<file path="src/rtl/sync_fifo_param.sv">
// Single-clock parametrised FIFO with programmable almost flags, exact occupancy,
// registered overflow/underflow pulses and selectable standard or FWFT read mode.
module sync_fifo_param #(
    parameter int DW     = 8,
    parameter int DEPTH  = 16,
    parameter int AF_LVL = DEPTH - 2,
    parameter int AE_LVL = 2,
    parameter int FWFT   = 0
) (
    input  logic                       clk,
    input  logic                       rst_n,
    input  logic                       wr_en,
    input  logic [DW-1:0]              din,
    input  logic                       rd_en,
    output logic [DW-1:0]              dout,
    output logic                       valid,
    output logic                       full,
    output logic                       almost_full,
    output logic                       empty,
    output logic                       almost_empty,
    output logic [$clog2(DEPTH):0]     data_count,
    output logic                       overflow,
    output logic                       underflow
);

    localparam int AW = $clog2(DEPTH);
    localparam int CW = AW + 1;
    localparam logic [AW:0] FULL_CNT = CW'(DEPTH);
    localparam logic [AW:0] AF_CNT   = CW'(AF_LVL);
    localparam logic [AW:0] AE_CNT   = CW'(AE_LVL);

    logic [DW-1:0] mem_q [DEPTH];

    logic [AW-1:0] wr_ptr_q, wr_ptr_d;
    logic [AW-1:0] rd_ptr_q, rd_ptr_d;
    logic [AW:0]   count_q, count_d;
    logic          overflow_q, overflow_d;
    logic          underflow_q, underflow_d;

    logic full_w, empty_w, wr_acc, rd_acc;

    // Flags come only from the registered count, never from this cycle's requests.
    assign full_w  = (count_q == FULL_CNT);
    assign empty_w = (count_q == '0);
    assign wr_acc  = wr_en & ~full_w;
    assign rd_acc  = rd_en & ~empty_w;

    assign full         = full_w;
    assign empty        = empty_w;
    assign almost_full  = (count_q >= AF_CNT);
    assign almost_empty = (count_q <= AE_CNT);
    assign data_count   = count_q;
    assign overflow     = overflow_q;
    assign underflow    = underflow_q;

    always_comb begin
        wr_ptr_d    = wr_ptr_q;
        rd_ptr_d    = rd_ptr_q;
        count_d     = count_q;
        overflow_d  = wr_en & full_w;
        underflow_d = rd_en & empty_w;

        if (wr_acc) wr_ptr_d = wr_ptr_q + AW'(1);
        if (rd_acc) rd_ptr_d = rd_ptr_q + AW'(1);

        case ({wr_acc, rd_acc})
            2'b10:   count_d = count_q + CW'(1);
            2'b01:   count_d = count_q - CW'(1);
            default: count_d = count_q;
        endcase
    end

    always_ff @(posedge clk) begin
        if (!rst_n) begin
            wr_ptr_q    <= '0;
            rd_ptr_q    <= '0;
            count_q     <= '0;
            overflow_q  <= 1'b0;
            underflow_q <= 1'b0;
        end else begin
            wr_ptr_q    <= wr_ptr_d;
            rd_ptr_q    <= rd_ptr_d;
            count_q     <= count_d;
            overflow_q  <= overflow_d;
            underflow_q <= underflow_d;
        end
    end

    // NOTE: the storage array has no reset; stale words are never visible because
    // only positions between rd_ptr and wr_ptr are ever read out.
    always_ff @(posedge clk) begin
        if (rst_n && wr_acc) mem_q[wr_ptr_q] <= din;
    end

    if (FWFT == 0) begin : g_std
        logic [DW-1:0] dout_q, dout_d;
        logic          valid_q, valid_d;

        always_comb begin
            dout_d  = dout_q;
            valid_d = rd_acc;
            if (rd_acc) dout_d = mem_q[rd_ptr_q];
        end

        always_ff @(posedge clk) begin
            if (!rst_n) begin
                dout_q  <= '0;
                valid_q <= 1'b0;
            end else begin
                dout_q  <= dout_d;
                valid_q <= valid_d;
            end
        end

        assign dout  = dout_q;
        assign valid = valid_q;
    end else begin : g_fwft
        // Head word shown directly; forced to zero while empty so reset yields dout=0.
        assign valid = ~empty_w;
        assign dout  = empty_w ? '0 : mem_q[rd_ptr_q];
    end

endmodule
</file>
<file path="config.mk">
export PLATFORM = sky130hd
export DESIGN_NAME = sync_fifo_param
export DESIGN_NICKNAME = d
export VERILOG_FILES = /design/src/rtl/sync_fifo_param.sv
export SDC_FILE = /design/constraint.sdc
export NUM_CORES = 1
export LEC_CHECK = 0
export ABC_AREA = 1
export BUFFER_PORTS_ARGS = -buffer_cell sky130_fd_sc_hd__buf_2
export CAP_MARGIN = 20
export CELL_PAD_IN_SITES_DETAIL_PLACEMENT = 2
export CELL_PAD_IN_SITES_GLOBAL_PLACEMENT = 2
export CORE_MARGIN = 2
export CORE_UTILIZATION = 36
export DETAILED_ROUTE_END_ITERATION = 10
export PLACE_DENSITY_LB_ADDON = 0.1
export SYNTH_ARGS = -nofsm -noshare
export SYNTH_HDL_FRONTEND = slang
export SYNTH_SLANG_ARGS = --single-unit
export TNS_END_PERCENT = 20
</file>
<file path="constraint.sdc">
create_clock -name clk -period 2.41 [get_ports clk]
set_clock_uncertainty 0.2 [all_clocks]
set_input_delay 0.3615 -clock clk [delete_from_list [all_inputs] [get_ports clk]]
set_output_delay 0.3615 -clock clk [all_outputs]
set_load 0.01 [all_outputs]
</file>
=== Word-level counts from Yosys, hierarchy flattened ===
Memories as Yosys holds them, arrays and structs flattened. A register that Yosys moved wholly into a read port is not among the register bits.
Cells that the tools add are included.

* $add $sub $neg: 4
* $lt $le $gt $ge: 2
* Eq/ne operators: 3
* Muxes and demuxes: 3
* Bitwise operators: 6
* Reduce and logical (&&, ||, !) cells: 4

{| class="wikitable"
|+ Operator list
! cell !! number
|-
| $pmux W5 S2 || 1
|-
| $add A4 B1 Y4 const B || 2
|-
| $add A5 B1 Y5 const B || 1
|-
| $eq A5 B5 Y1 const B || 1
|-
| $ge A5 B4 Y1 const B || 1
|-
| $le A5 B2 Y1 const B || 1
|-
| $logic_not A5 Y1 || 1
|-
| $sub A5 B1 Y5 const B || 1
|-
| $and A1 B1 Y1 || 4
|-
| $eq A2 B1 Y1 const B || 1
|-
| $eq A2 B2 Y1 const B || 1
|-
| $mux W1 || 2
|-
| $not A1 Y1 || 2
|-
| $reduce_bool A2 Y1 || 1
|-
| $logic_and A1 B1 Y1 || 1
|-
| $logic_not A1 Y1 || 1
|}

* Flip-flop bits (word level): 16
* RAM bits: 128
* Input bits: 12
* Memories kept: 1

{| class="wikitable"
|+ Memory list
! name !! words !! width !! rd ports !! clocked after memory_dff !! write ports !! RTL line !! source
|-
| mem_q || 16 || 8 || 1 || 1 || 1 || 32 || <nowiki>logic [DW-1:0] mem_q [DEPTH];</nowiki>
|}

=== Depth between registers and ports, before layout ===
Gate-level depths: netlist (run 1).

* Depth in word-level cells: 6
* Mapped depth: 16
* Gate-level depth less buffers: 15

=== Worst setup path before layout (run 1) ===
No wires, ideal clock.

* Path kind: flip-flop to flip-flop
* Start: register count_q[4] (netlist: data_count[4])
* End: register count_q[4] (netlist: data_count[4])
* Setup time: 0.071 ns
* Arrival: 2.121 ns
* Setup slack: 0.018 ns
* Stages on the path, launching flop included: 16
* Path buffers: 1
* Cells stage by stage: dfxtp_1 -> inv_1 -> nand4_2 -> nand2_2 -> inv_2 -> buf_4 -> ha_1 -> inv_1 -> fa_1 -> inv_1 -> nand2_1 -> a21boi_0 -> o21bai_1 -> nand2_1 -> nand2_1 -> a21oi_1

* Word-level cells in the longest chain between the ends: 5
* Elaborated cells between the ends (all ways): 12
* Classes of those cells: add/sub (2); eq/ne (3); mux (1); bitwise (4); reduce/logical (2)

{| class="wikitable"
|+ Ends and longest elaborated chain
! element !! RTL line !! source
|-
| start, declared || 36 || <nowiki>logic [AW:0] count_q, count_d;</nowiki>
|-
| start signal, assigned || 83 || <nowiki>count_q <= count_d;</nowiki>
|-
| $logic_not A5 Y1 * || 44 || <nowiki>assign empty_w = (count_q == '0);</nowiki>
|-
| $not A1 Y1 * || 46 || <nowiki>assign rd_acc = rd_en & ~empty_w;</nowiki>
|-
| $and A1 B1 Y1 * || 46 ||
|-
| via g_std.valid_d || 97 || <nowiki>logic valid_q, valid_d;</nowiki>
|-
| $eq A2 B1 Y1 or $eq A2 B2 Y1 (tied branches) || 66 || <nowiki>case ({wr_acc, rd_acc})</nowiki>
|-
| $pmux W5 S2 or $reduce_bool A2 Y1 (tied branches) || -- ||
|}

Mark *: on every way through the listed nets, which the timed path passes. The rest lies on a longest branch.
A chain may end at the register's enable or synchronous reset.

=== Final worst setup path (run 1) ===
* Start: register count_q[0] (netlist: data_count[0])
* End: memory mem_q[6][3], enable pin

* Word-level cells in the longest chain between the ends: 6

{| class="wikitable"
|+ Ends and longest elaborated chain
! element !! RTL line !! source
|-
| $eq A5 B5 Y1 || 43 || <nowiki>assign full_w = (count_q == FULL_CNT);</nowiki>
|-
| $not A1 Y1 || 45 || <nowiki>assign wr_acc = wr_en & ~full_w;</nowiki>
|-
| $and A1 B1 Y1 || 45 ||
|-
| $logic_and A1 B1 Y1 || 92 || <nowiki>if (rst_n && wr_acc) mem_q[wr_ptr_q] <= din;</nowiki>
|-
| $mux W1 || 92 ||
|-
| $mux W1 (implied by the code) || 92 ||
|-
| end, declared || 32 ||
|}

Every way passes these cells.

==> results.py, run 1 <==
metrics = {
    "synth": {
        "ys_ff_latch": 152,
        "yosysTopAreaCell": "edfxtp_1",
        "synth_edf_count": 128,
        "syn-cell-area_sq_um": 6673,
        "synth_cells": 680,
        "synth_top_cell_area_share_pct": 57.60,
        "syn_avg_cell_area_sq_um": 9.813,
        "synthArstFlopShare_pct": 0,
        "seq_area_frac_synth_pct": 64.80,
        "yosysWarnings": 0,
        "synth_ff_type": "edfxtp_1",
        "synth_commonest_cells": "227 x nand2_1, 128 x edfxtp_1, 94 x nand3_1",
        "yosysMostFrequentCell": "nand2_1",
        "syn_nets": 702,
        "synth_area_leaders": "edfxtp_1 58%, nand2_1 13%, dfxtp_1 7.2%, nand3_1 7.1%, inv_1 5.2%",
        "synth_cell_types": 27,
    },
    "floorplanning": {
        "num_rows": 49,
        "die_area_sq_um": 19640,
        "io_pins": 32,
        "die_h_microns": 140.1,
        "core_area_sq_um": 18090,
        "start_util_pct": 36.89,
        "fp.dieW_microns": 140.1,
    },
    "flow_run": {
        "cap_viol_max_count": 0,
    },
    "timing": {
        "fin_crit_sh_pct": 94.81,
        "period_needed_ns": 2.285,
        "finalHoldViolations": 0,
        "setup_ws_ns": 0.1251,
        "drv_slew": 0,
        "finalSetupViolCount": 0,
        "max_freq_mhz": 437.7,
        "tightest_slew_ns": 0.7398,
        "slew_headroom_pct": 50.38,
    },
    "clock_network": {
        "cts_htree_levels": 4,
        "cts_buffers": 17,
        "cts.sinks": 152,
        "ctsRootBufferMaster": "clkbuf_16",
        "path_clk_slew_ns": 0.06,
        "cts_buffer_depth": 2,
        "cts_tree": "built",
        "clk-insertion-delay-late_ns": 0.44,
    },
    "grt": {
        "grt_usage_pct": 21.73,
        "grt_remaining_overflow": 0,
        "grt_pass1_wl_microns": 31620,
        "grt_pass1_vias": 5513,
        "grt_antenna_before_repair": 0,
        "grt_max_degree": 45,
    },
    "final_layout": {
        "layout-drive-gt1-share_pct": 15.03,
        "fin_nets": 761,
        "syn_to_final_growth_pct": 18.26,
        "nFillCells": 1935,
        "diodes": 0,
    },
    "power_and_ir_drop": {
        "power_density_nw_per_um2": 1038,
        "p_switching_mw": 2.773,
        "power.total_mw": 8.193,
        "seq_power_share_pct": 37.8,
        "vdd_ir_drop_max_v": 0.0005482,
        "p_leak_nw": 3.430,
        "p_clk_share_pct": 33.7,
        "power_frac_comb_pct": 28.5,
        "p_int_mw": 5.420,
        "netSwitchingFraction_pct": 33.84,
    },
    "placed_design": {
        "gp_congestion": 0.7679,
        "hpwl_microns": 13040,
        "post-place-ws_ns": -0.1124,
        "io_buffers": 31,
    },
    "routing": {
        "ant_nets": 0,
        "dr.pass1.iters": 6,
        "avgRoutedWirePerCell_microns": 20.29,
        "drcViolationCount": 0,
        "vias_per_cell": 4.934,
        "drtIter0Drc": 233,
        "routed_wl_microns": 19910,
        "via_count": 4840,
    },
    "setup_path": {
        "path_max_fanout": 8,
        "arrival_ns": 2.22,
        "required_ns": 2.34,
        "start_kind": "register",
        "crit_type": "reg2reg",
        "cp-end-kind": "register",
    },
    "hold_path": {
        "hp-class": "in2reg",
    },
    "outcome": {
        "outcome": "complete, no violations",
    },
}
==> layout make-up <==
class / count / area, sq um / share of cell area (%)
Clock inverter: 12 / 148.9 / 1.887
Timing Repair Buffer: 69 / 464.2 / 5.882
Clock buffer: 20 / 456.7 / 5.787
Sequential cell: 152 / 4329 / 54.86
Inverter: 98 / 367.9 / 4.661
Tap cell: 229 / 286.5 / 3.631
Multi-Input combinational cell: 401 / 1838 / 23.29
==> cell usage in the layout (no fill, tap or decap), drive strengths merged <==
cell type / netlist / routed
buf: 25 / 66
nand4: 2 / 2
bufinv: 0 / 3
dfxtp: 24 / 24
edfxtp: 128 / 128
o21bai: 1 / 1
xnor2: 1 / 1
nor2: 35 / 35
clkbuf: 4 / 20
inv: 96 / 97
o21ai: 8 / 8
a21oi: 14 / 14
nand2: 229 / 229
a2111oi: 1 / 1
dlygate4sd3: 0 / 3
o31ai: 1 / 1
clkinvlp: 0 / 3
xor2: 4 / 4
ha: 9 / 9
clkinv: 2 / 7
nand3: 94 / 94
fa: 1 / 1
a21boi: 1 / 1
==> critical path, cell delays in order, from the launching register on <==
cell     delay, ns
dfxtp_2       0.35
inv_2         0.07
nand4_1       0.15
nand2_2       0.10
buf_4         0.14
buf_4         0.15
inv_1         0.11
nand2_1       0.08
inv_2         0.08
nand2_1       0.14
nor2_1        0.16
buf_4         0.23
==> sequential cells by signal (all words and copies together), names as in the netlist <==
signal / cells
wr_ptr_q: 4
mem_q: 128
overflow: 1
underflow: 1
data_count: 5
rd_ptr_q: 4
valid: 1
dout: 8
==> layer usage <==
layer	track usage (%)	up-vias	routed length [microns]
met1	27.51	2446	8941
met3	4.342	17	519
met4	5.635	0	252
met2	38.18	64	10190
li1	-	2313	-
met5	0	-	0
==> power by group through the flow <==
stage	Combinational, mW	Sequential, mW	Clock [mW]
final	2.33	3.10	2.76
after floorplan	1.42	3.18	0
after global placement	2.22	3.13	0
after global routing	2.64	3.12	2.92
after detailed placement	2.29	3.14	0
after CTS	2.35	3.09	2.82
==> per-stage QoR <==
stage,setup TNS (ns),cells,area (sq um),hold WS (ns),utilization [%]
6_report,0,981,7891,0.1480,43.63
5_1_grt,-0.009791,981,7891,0.1378,43.63
4_1_cts,0,980,7858,0.1334,43.45
3_5_place_dp,-0.1124,944,7202,0.3176,39.82
3_3_place_gp,0,944,7202,0.3034,39.82
2_1_floorplan,0,680,6673,0.2604,-
==> repair_timing <==
item | CTS | global route
gates resized for setup | 2 | 11
hold endpoints to repair | 3 | 0
buffers inserted | 1 | 1
pin swaps | 1 | 3
hold buffers | 3 | 0
endpoints found under the setup margin | 1 | 21
==> path summary, 6_finish.rpt <==
path	from	end	slack, ns	cells past startpoint
worst max register to register	data_count[0]	mem_q[6][3]	0.13	11
worst min register to register	wr_ptr_q[3]	wr_ptr_q[3]	0.33	2
worst max-delay path	data_count[0]	mem_q[6][3]	0.13	11
worst min-delay path	din[0]	mem_q[11][0]	0.15	1
==> cells by family after synthesis <==
logic type | count (synthesis) | synth area share, %
AO/OA/AOI/OAI | 26 | 2.175
buffers and inverters | 127 | 8.119
flip-flops | 152 | 64.80
XOR/XNOR | 5 | 0.6563
AND/OR/NAND/NOR | 360 | 22.26
adder cells (fa/ha/maj) | 10 | 1.988
Note: power is estimated with default switching activity, not from simulation.
==> run 2, diff against run 1 <==
- CORE_MARGIN: 2 -> not set
==> results.py, run 2 (synthesized netlist as in run 1, its figures left out) <==
metrics = {
    "timing": {
        "period_needed_ns": 2.245,
        "finalSetupViolCount": 0,
        "slew_headroom_pct": 53.45,
        "finalHoldViolations": 0,
        "setup_ws_ns": 0.1645,
        "max_freq_mhz": 445.3,
        "tightest_slew_ns": 0.6940,
        "fin_crit_sh_pct": 93.17,
        "drv_slew": 0,
    },
    "clock_network": {
        "cts_buffer_depth": 2,
        "ctsRootBufferMaster": "clkbuf_16",
        "path_clk_slew_ns": 0.06,
        "clk-insertion-delay-late_ns": 0.42,
        "cts_tree": "built",
        "cts_buffers": 17,
        "cts.sinks": 152,
        "cts_htree_levels": 4,
    },
    "flow_run": {
        "cap_viol_max_count": 0,
    },
    "final_layout": {
        "stdcell_area_sq_um": 7797,
        "regMostFlops": "mem_q",
        "syn_to_final_growth_pct": 16.86,
        "fin_nets": 757,
        "largest_register_ffs": 128,
        "layout-drive-gt1-share_pct": 14.30,
        "layout_common_cells": "227 x nand2_1, 128 x edfxtp_1, 94 x nand3_1",
        "diodes": 0,
        "final_common_cell": "nand2_1",
    },
    "grt": {
        "grt_antenna_before_repair": 0,
        "grt_pass1_wl_microns": 31540,
        "grt_pass1_vias": 5575,
        "grt_max_degree": 44,
        "grt_remaining_overflow": 0,
        "grt_usage_pct": 22.35,
    },
    "setup_path": {
        "arrival_ns": 2.16,
        "crit_type": "reg2reg",
        "start_kind": "register",
        "path_max_fanout": 8,
        "cp-end-kind": "register",
        "required_ns": 2.33,
    },
    "routing": {
        "ant_nets": 0,
        "via_count": 4954,
        "drtIter0Drc": 224,
        "dr.pass1.iters": 7,
        "routed_wl_microns": 20030,
        "avgRoutedWirePerCell_microns": 20.50,
        "drcViolationCount": 4,
        "vias_per_cell": 5.071,
    },
    "floorplanning": {
        "num_rows": 49,
        "die_h_microns": 138.1,
        "core_area_sq_um": 18090,
        "die_area_sq_um": 19080,
        "fp.dieW_microns": 138.1,
        "start_util_pct": 36.89,
        "io_pins": 32,
    },
    "placed_design": {
        "post-place-ws_ns": -0.1512,
        "post_dp_cell_area_sq_um": 7187,
        "gp_congestion": 0.9058,
        "io_buffers": 31,
        "hpwl_microns": 12960,
    },
    "outcome": {
        "violations": "design-rule violations",
        "outcome": "finished, violations left",
    },
    "power_and_ir_drop": {
        "vdd_ir_drop_max_v": 0.0005199,
        "p_leak_nw": 3.371,
        "power_density_nw_per_um2": 1024,
    },
    "hold_path": {
        "hp-class": "in2reg",
    },
}
-- run 2: area by class of cell --
cell class              count  area, sq um
clock buffers              19        432.9
clock inverters            13        128.9
fillers                  1952        10290
inverters                  98        367.9
multi-input cells         401         1828
flip-flops and latches    152         4328
well taps                 229        286.5
repair buffers             65        425.4
-- run 2: worst paths after layout --
path,from,to,slack (ns),cells after the start
setup reg to reg,data_count[0],mem_q[3][0],0.16,11
setup / recovery,data_count[0],mem_q[3][0],0.16,11
hold reg to reg,wr_ptr_q[3],wr_ptr_q[3],0.32,2
hold / removal,wr_en,overflow,0.005,3
-- run 2: repair_timing --
item / CTS / global route
buffers inserted: 1 / 1
endpoints found under the hold margin: 1 / 0
endpoints found under the setup margin: 1 / 1
resized for setup: 3 / 6
pin swaps: 1 / 2
hold buffers: 1 / 0
-- run 2: through the flow --
stage,hold WS (ns),instances,TNS (ns),power [mW],utilization [%]
global route,0.01041,977,-0.02914,8.407,43.11
floorplan,0.2604,680,0,4.603,-
global placement,0.3090,942,0,5.322,39.74
detailed placement,0.3157,942,-0.1512,5.426,39.74
CTS,0.002604,976,0,8.064,43.02
finish,0.005487,977,0,7.982,43.11
-- run 2: layer usage --
metal	wire length [microns]	GRT usage [%]
met1	8964	27.35
met5	0	0
met3	358	2.979
met2	10390	40.31
met4	314	8.161
-- run 2: where the power goes --
group | internal (mW) | switching (mW)
combinational | 0.744 | 1.56
clock | 1.51 | 1.07
sequential | 3.00 | 0.0915
-- run 2: critical path, cell delays in order, from the launching register on --
cell and delay, ns:
dfxtp_2 0.36, inv_2 0.08, nand4_1 0.14, nand2_2 0.10, buf_4 0.14, buf_4 0.15, inv_1 0.11, nand2_1 0.08
inv_2 0.08, nand2_1 0.13, nor2_1 0.15, buf_4 0.22
